**src/rtl/alu_mdu.sv**
```systemverilog
// alu_mdu: single-issue ALU with iterative shift-add multiplier and restoring divider
module alu_mdu #(
   parameter int WIDTH = 32
) (
   input  logic             clk,
   input  logic             rst,
   input  logic             in_valid,
   output logic             in_ready,
   input  logic [WIDTH-1:0] a,
   input  logic [WIDTH-1:0] b,
   input  logic [3:0]       op,
   output logic             out_valid,
   input  logic             out_ready,
   output logic [WIDTH-1:0] result,
   output logic             carry,
   output logic             overflow,
   output logic             zero,
   output logic             negative,
   output logic             div_by_zero
);
   localparam int SHW = $clog2(WIDTH);
   localparam logic [1:0] IDLE = 2'd0, CALC = 2'd1, DONE = 2'd2;
   logic [1:0]         state;
   logic [WIDTH-1:0]   opb, bb, sra_r, alu_res, fin_res;
   logic [3:0]         opr;
   logic [2*WIDTH-1:0] acc, nx;
   logic [SHW:0]       cnt;
   logic [WIDTH:0]     add_s, msum, rs, dd;
   logic               sub, ge, iter, calc, fin_c, fin_v, fin_z, fin_dz;
   assign in_ready  = state == IDLE;
   assign out_valid = state == DONE;
   always_comb begin
      sub     = op == 4'b0001;
      bb      = sub ? ~b : b;
      add_s   = {1'b0, a} + {1'b0, bb} + (WIDTH+1)'(sub);
      sra_r   = $signed(a) >>> b[SHW-1:0];
      alu_res = op[3:1] == 3'b000 ? add_s[WIDTH-1:0]
              : op == 4'd2 ? a & b
              : op == 4'd3 ? a | b
              : op == 4'd4 ? a ^ b
              : op == 4'd5 ? WIDTH'($signed(a) < $signed(b))
              : op == 4'd6 ? WIDTH'(a < b)
              : op == 4'd7 ? a << b[SHW-1:0]
              : op == 4'd8 ? a >> b[SHW-1:0]
              : op == 4'd9 ? sra_r
              : {WIDTH{1'b0}};
      calc    = state == CALC;
      iter    = op[3] & (op[2] ^ op[1]);
      // mul: acc = {partial, multiplier}; div: acc = {remainder, dividend/quotient}
      msum    = {1'b0, acc[2*WIDTH-1:WIDTH]} + {1'b0, acc[0] ? opb : {WIDTH{1'b0}}};
      rs      = acc[2*WIDTH-1:WIDTH-1];
      ge      = rs >= {1'b0, opb};
      dd      = rs - {1'b0, opb};
      nx      = opr[3:2] == 2'b11 ? {ge ? dd[WIDTH-1:0] : rs[WIDTH-1:0], acc[WIDTH-2:0], ge}
                                  : {msum, acc[WIDTH-1:1]};
      fin_res = calc ? (opr[0] ? nx[2*WIDTH-1:WIDTH] : nx[WIDTH-1:0]) : alu_res;
      fin_c   = ~calc & (op[3:1] == 3'b000) & add_s[WIDTH];
      fin_v   = ~calc & (op[3:1] == 3'b000) & (a[WIDTH-1] == bb[WIDTH-1]) & (add_s[WIDTH-1] != a[WIDTH-1]);
      fin_z   = (fin_res == {WIDTH{1'b0}}) & (calc | (op[3:1] != 3'b111));
      fin_dz  = calc & (opr[3:2] == 2'b11) & (opb == {WIDTH{1'b0}});
   end
   always_ff @(posedge clk) begin
      if (rst) begin
         state <= IDLE;
         opb <= '0;
         opr <= '0;
         acc <= '0;
         cnt <= '0;
         result <= '0;
         {carry, overflow, zero, negative, div_by_zero} <= '0;
      end else begin
         case (state)
            IDLE: if (in_valid) begin
               opb <= b;
               opr <= op;
               cnt <= '0;
               if (iter) begin
                  acc <= {{WIDTH{1'b0}}, a};
                  state <= CALC;
               end else begin
                  result <= fin_res;
                  {carry, overflow, zero, negative, div_by_zero} <= {fin_c, fin_v, fin_z, fin_res[WIDTH-1], fin_dz};
                  state <= DONE;
               end
            end
            CALC: begin
               acc <= nx;
               cnt <= cnt + 1'b1;
               if (cnt == (SHW+1)'(WIDTH-1)) begin
                  result <= fin_res;
                  {carry, overflow, zero, negative, div_by_zero} <= {fin_c, fin_v, fin_z, fin_res[WIDTH-1], fin_dz};
                  state <= DONE;
               end
            end
            DONE: if (out_ready) state <= IDLE;
            default: state <= IDLE;
         endcase
      end
   end
endmodule

```
**config.mk**
```make
export PLATFORM = sky130hd
export DESIGN_NAME = alu_mdu
export DESIGN_NICKNAME = d
export VERILOG_FILES = /design/src/rtl/alu_mdu.sv
export SDC_FILE = /design/constraint.sdc
export NUM_CORES = 1
export LEC_CHECK = 0
export ABC_CLOCK_PERIOD_IN_PS = 10780
export CAP_MARGIN = 15
export CORE_ASPECT_RATIO = 0.75
export CORE_UTILIZATION = 41
export CTS_BUF_LIST = sky130_fd_sc_hd__clkbuf_8
export CTS_CLUSTER_DIAMETER = 120
export CTS_CLUSTER_SIZE = 10
export DETAILED_ROUTE_END_ITERATION = 6
export SKIP_LAST_GASP = 1
export SLEW_MARGIN = 20
export SYNTH_ARGS = -nofsm -noshare
export SYNTH_HDL_FRONTEND = slang
export SYNTH_SLANG_ARGS = --single-unit
```
**constraint.sdc**
```tcl
create_clock -name clk -period 10.78 [get_ports clk]
set_input_delay 2.156 -clock clk [delete_from_list [all_inputs] [get_ports clk]]
set_output_delay 2.156 -clock clk [all_outputs]
set_load 0.05 [all_outputs]
```
==> results of run 1 <==
area by class of cell:
class                   count  share of cell area (%)
diodes                      4                  0.0449
clock buffers              17                    1.05
clock inverters            15                   0.740
inverters                 138                    2.32
multi-input cells        2351                    72.7
flip-flops and latches    143                    12.8
well taps                 648                    3.63
repair buffers            166                    6.73
final timing paths:
kind,startpoint,endpoint,slack [ns],cells past startpoint
hold reg to reg,overflow,overflow,0.48,2
setup reg to reg,opb[19],zero,5.15,13
setup / recovery,op[0],zero,2.91,18
hold / removal,overflow,overflow,0.48,2
logic make-up (layout without fill, tap and decap cells):
kind of cell | after synthesis | in the layout | synth area share [%]
compound gates | 922 | 922 | 29.9
xor+xnor | 93 | 93 | 4.00
fa+ha+maj | 198 | 198 | 12.3
buf+inv | 353 | 336 | 6.70
flops | 143 | 143 | 14.1
mux | 168 | 168 | 11.3
other cells | 0 | 4 | 0
simple gates | 970 | 970 | 21.7
where the power goes:
group	switching (mW)	leakage [nW]	total (mW)	internal, mW
sequential	0.0380	1.17	0.597	0.559
clock	0.269	0.205	0.464	0.195
combinational	0.681	7.68	1.02	0.337
flip-flops by register name, summed over array words and instances (netlist names):
register / count
carry: 1
cnt: 6
opb: 32
div_by_zero: 1
state: 2
zero: 1
overflow: 1
acc: 64
opr: 3
result: 32
synth_stat cells, types with 19 or more instances:
library cell  number
nand2_1          329
nor2_1           301
a21oi_1          285
ha_1             195
clkbuf_1         157
o21ai_0          145
dfxtp_1          143
inv_1            134
a211oi_1          97
mux2i_1           89
nor3_1            69
xnor2_1           68
nand3_1           51
and2_1            48
mux4_2            46
o211ai_1          45
buf_1             36
mux2_2            33
a22oi_1           32
a21o_1            30
a31oi_1           30
nand4_1           27
nor4_1            27
xor2_1            25
a221oi_1          24
nand2b_1          24
o22ai_1           23
o221ai_1          22
nor2b_1           21
and3_1            20
a221o_1           19
buf_2             19
o21a_1            19
stage by stage:
| step | power, mW | setup slack, ns | cell area, um^2 | hold WS, ns | std cells |
|---|---|---|---|---|---|
| final | 2.08 | 2.91 | 22300 | 0.475 | 3482 |
| after global routing | 2.16 | 2.53 | 22300 | 0.495 | 3478 |
| after CTS | 2.03 | 3.15 | 22300 | 0.473 | 3478 |
| after detailed placement | 1.57 | 2.66 | 21900 | 0.457 | 3446 |
| after global placement | 1.57 | 2.64 | 21900 | 0.448 | 3446 |
| after floorplan | 1.22 | 4.17 | 20400 | 0.457 | 2847 |
worst register-to-register path, cell delays in order (launching register included):
cell and delay [ns]:
dfxtp_1 0.44, inv_1 0.07, ha_1 0.49, o21ai_0 0.36, o21ai_0 0.18, a221o_1 0.40
a31oi_1 0.59, a21o_1 0.46, and2_4 0.49, o21ai_0 0.36, a211oi_1 1.04, and4_1 0.33
nand4_1 0.11, o31ai_2 0.22
layer usage:
layer / vias to the layer above / track usage [%] / share of wire [%] / wire [um]
li1: 10400 / - / - / -
met1: 11500 / 60.6 / 46 / 46700
met2: 1470 / 50.4 / 38 / 38100
met3: 83 / 14.1 / 15 / 14900
met4: 0 / 5.21 / 1.1 / 1080
met5: - / 0 / 0 / 0
==> impl_results.md, run 1 <==
* Final core occ at a little under half
* Most common cell after layout, fill and taps aside: nand2_1
* Most common flop cell mapped by yosys: dfxtp_1
* Mean Syn Cell Area at a little over 7 um^2
* Layout cells sized above 1 at 7.81%
* Worst-Margin Slew at between 1 and 1.5 ns
* Max_slew headroom at between 20% and 30%
* Most frequent cells in the layout: nand2_1 (328), nor2_1 (300), a21oi_1 (284)
* Total Routing Usage GR at between 30% and 40%
* Maximum VDD drop at 0.0812 mV
* Clk sinks at 143
* WS Path Type: in -> reg
* Failing checks: design-rule violations
* DR vias/cell at roughly 6.7
* CTS resizes at 0
* TritonCTS Buffers at 17
* P_leak at just over 9 nW
* Clock Latency Late Sink at 0.49 ns
* Std cell rows at 70
* H-tree depth at 4
* Ordered list of cells on the worst path: clkdlybuf4s50_1, buf_4, nor4b_2, buf_4, xnor2_1, fa_1, a21oi_1, o211ai_1, a2111oi_0, o311ai_0, a31oi_1, xor2_1, a221oi_1, a221oi_1, nand4_1, nor3_1, nand4_1, o31ai_2
* Total number of vias at around 23000
* CP max-delay cell: a2111oi_0
* Die H at a little under 200 um
* Post-DP HPWL at between 70000 and 80000 um
* Core area at between 40000 and 50000 um^2
* Fillcell total at about 5000
* Final layout net count at 3087
* PD cells at between 90 and 100 nW/um^2
* Die area at around 50000 um^2
* Ys async rst share at 0%
* Tmin final at 7.87 ns
* I/O pin count at between 100 and 150
* Share of the synthesized area in the top cell type at approximately 14%
* Sequential share of the synthesized area at about 14%
* Post-synthesis net count at 3117
* Max Transition Viols Final at 0
* CP delay by family, top: compound AO/OA/AOI/OAI gates
* Initial core utilization at between 40% and 50%
* Unique masters post-synth at 90
* Startpoint Class: input port
* Worst Hold Class: reg -> reg
* Initial antenna violation count at 3
* Setup repair after global routing missed its margin: false
* Largest incremental delay on the critical path at approximately 0.95 ns
* Seq cells post-synth at around 140
* Global-route wire length before repair at roughly 150000 um
* Synth Warn # at 0
* Worst EP required at around 11 ns
* DRC at 1
* Endpoints failing setup at 0
* EDFF count, synth at 0
* Gpl congestion at roughly 1.1
* Iter 0 DRT Violations at between 3000 and 4000
* Clk root buf: clkbuf_8
* WP buf/inv at 3
* Skew final at about 0.018 ns
* First-pass DRT Iterations at 7
* Final wirelength at a little over 100000 um
* Number of global-route vias before repair at roughly 21000
* Hold_buf cts at 0
* Max cap viols at 0
* Arrival time worst endpoint at roughly 8.3 ns
* Cell area after synthesis at just over 20000 um^2
* GRT overflow at 0
* Storage cell area at between 2000 and 3000 um^2
* CTS tree: built
* Largest net degree at the start of global routing at around 80
* Clk slew on worst S/H paths at approximately 0.1 ns
* Yosys top cell by area: dfxtp_1
* Post-DRT Antenna Nets at 0
* CP Capture Type: flip-flop
* Mapped Cells at roughly 2800
* Area Overhead vs Synth at 9.57%
* Multi-input logic area at between 15000 and 20000 um^2
* Endpoints failing hold at 0
* Clk buf depth at 2
* Post-CTS Setup Inserts at 0
* Die W at 259 um
* Setup TNS at 0 ns
* Fmax at around 130 MHz
* Status: finished with violations
* Critical path peak fanout at 42
* Final Cycle Share at approximately three quarters
* Wire per inst at ~29 um
* I/O Buffers at 110
* Synth area leaders: dfxtp_1 (14%), ha_1 (12%), a21oi_1 (7.0%), nand2_1 (6.1%), nor2_1 (5.5%)
No activity file was read; power rests on OpenSTA's default activity.
==> run 2: changes to the inputs <==
Settings changed: ABC_CLOCK_PERIOD_IN_PS 10780 to 8300.
Clock period 10.78 ns to 8.3 ns, I/O delays scaled along.
==> impl_results.md, run 2 (synthesis gave the netlist of run 1 again) <==
* Fin area at roughly 22000 um^2
* Final core occ at 45.8%
* Clk buf depth at 2
* Clk sinks at 143
* First-pass DRT Iterations at 5
* Most common cell after layout, fill and taps aside: nand2_1
* Placed cell area at around 22000 um^2
* Hold_buf cts at 0
* Die H at slightly below 200 um
* Maximum VDD drop at 0.0943 mV
* H-tree depth at 4
* Max Transition Viols Final at 0
* Final Cycle Share at a little over four fifths
* WP buf/inv at 3
* Die W at about 260 um
* Clk slew on worst S/H paths at around 0.11 ns
* Most frequent cells in the layout: nand2_1 (328), nor2_1 (300), a21oi_1 (284)
* Post-CTS Setup Inserts at 0
* Max FFs per register at 64
* Reg-to-reg startpoint: opb[18]
* Largest incremental delay on the critical path at approximately 0.73 ns
* DRC at 0
* Skew final at 0.0253 ns
* Tmin final at 7.02 ns
* Final layout net count at around 3100
* Global-route wire length before repair at 144000 um
* Final wirelength at 99500 um
* Area Overhead vs Synth at 10.0%
* Arrival time worst endpoint at about 7.4 ns
* CP max-delay cell: clkdlybuf4s50_1
* Initial core utilization at 41.7%
* Gpl congestion at ~1.1
* I/O pin count at 111
* Status: complete, no violations
* TritonCTS Buffers at 17
* Max_slew headroom at a little over a fifth
* CTS tree: built
* Setup TNS at 0 ns
* Biggest regs: acc (64), opb (32), result (32)
* Total Routing Usage GR at 38.2%
* Worst Hold Class: reg -> reg
* Pwr Total at 2.71 mW
* Endpoints failing setup at 0
* Layout cells sized above 1 at under 10%
* Number of global-route vias before repair at approximately 21000
* CP delay by family, top: compound AO/OA/AOI/OAI gates
* Ordered list of cells on the worst path: clkdlybuf4s50_1, nor4b_2, buf_4, xnor2_1, fa_1, a21oi_1, o211ai_1, a2111oi_0, buf_4, o311ai_0, a31oi_1, xor2_1, a221oi_1, a221oi_1, nand4_1, nor3_1, nand4_1, o31ai_2
* PD cells at between 100 and 150 nW/um^2
* CP Capture Type: flip-flop
* Largest net degree at the start of global routing at 79
* P_leak at 9.11 nW
* CP startpoint: op[1]
* Clock Latency Late Sink at between 0.5 and 0.6 ns
* I/O Buffers at 110
* HP Start: result[0]
* Die area at between 50000 and 60000 um^2
* Clk root buf: clkbuf_8
* WS Path Type: in -> reg
* Wire per inst at between 20 and 30 um
* Reg with most FFs: acc
* Total number of vias at ~24000
* Max cap viols at 0
* CTS resizes at 0
* Setup repair after global routing missed its margin: false
* Endpoints failing hold at 0
* Critical path peak fanout at 24
* Core area at between 40000 and 50000 um^2
* GRT overflow at 0
* DR vias/cell at 6.78
* Post-DP HPWL at 77400 um
* Post-DRT Antenna Nets at 0
* Initial antenna violation count at 8
* Std cell rows at 70
* Worst EP required at around 8.7 ns
* Startpoint Class: input port
* Iter 0 DRT Violations at roughly 3400
* Worst-Margin Slew at roughly 1.2 ns
* Fmax at around 140 MHz
==> run 2: path summary, 6_finish.rpt <==
check,end,slack [ns],depth (start not counted)
worst max-delay path,zero,1.28,18
worst max register to register,zero,2.59,14
worst min-delay path,result[0],0.47,2
worst min register to register,result[0],0.47,2
==> run 2: per-stage QoR <==
step	hold slack, ns	setup WS (ns)	cells
2_1_floorplan	0.457	2.18	2847
3_3_place_gp	0.449	1.09	3456
3_5_place_dp	0.453	1.05	3456
4_1_cts	0.471	1.55	3488
5_1_grt	0.503	1.01	3488
6_report	0.472	1.28	3489
==> run 2: cell type report <==
class / instances / area (um^2)
fillers: 5036 / 26500
multi-input cells: 2351 / 16200
flip-flops and latches: 143 / 2860
repair buffers: 176 / 1580
well taps: 648 / 811
inverters: 138 / 518
clock buffers: 17 / 234
clock inverters: 15 / 189
diodes: 1 / 2.50
==> run 2: tightest hold or removal path: stages (launching register included) <==
cell,delay [ns]
dfxtp_1,0.33
nand2_1,0.05
a21oi_1,0.05
==> run 2: metal layers <==
metal  up-vias  share of wire [%]  track usage [%]
li1      10500                  -                -
met1     11500                 45             57.4
met2      1583                 37             49.0
met3       137                 15             15.9
met4         8                2.0             8.00
met5         -               0.12             1.15
==> run 2: power by group <==
| group | internal, mW | switching (mW) |
|---|---|---|
| logic | 0.441 | 0.885 |
| registers | 0.726 | 0.0488 |
| clock network | 0.234 | 0.379 |
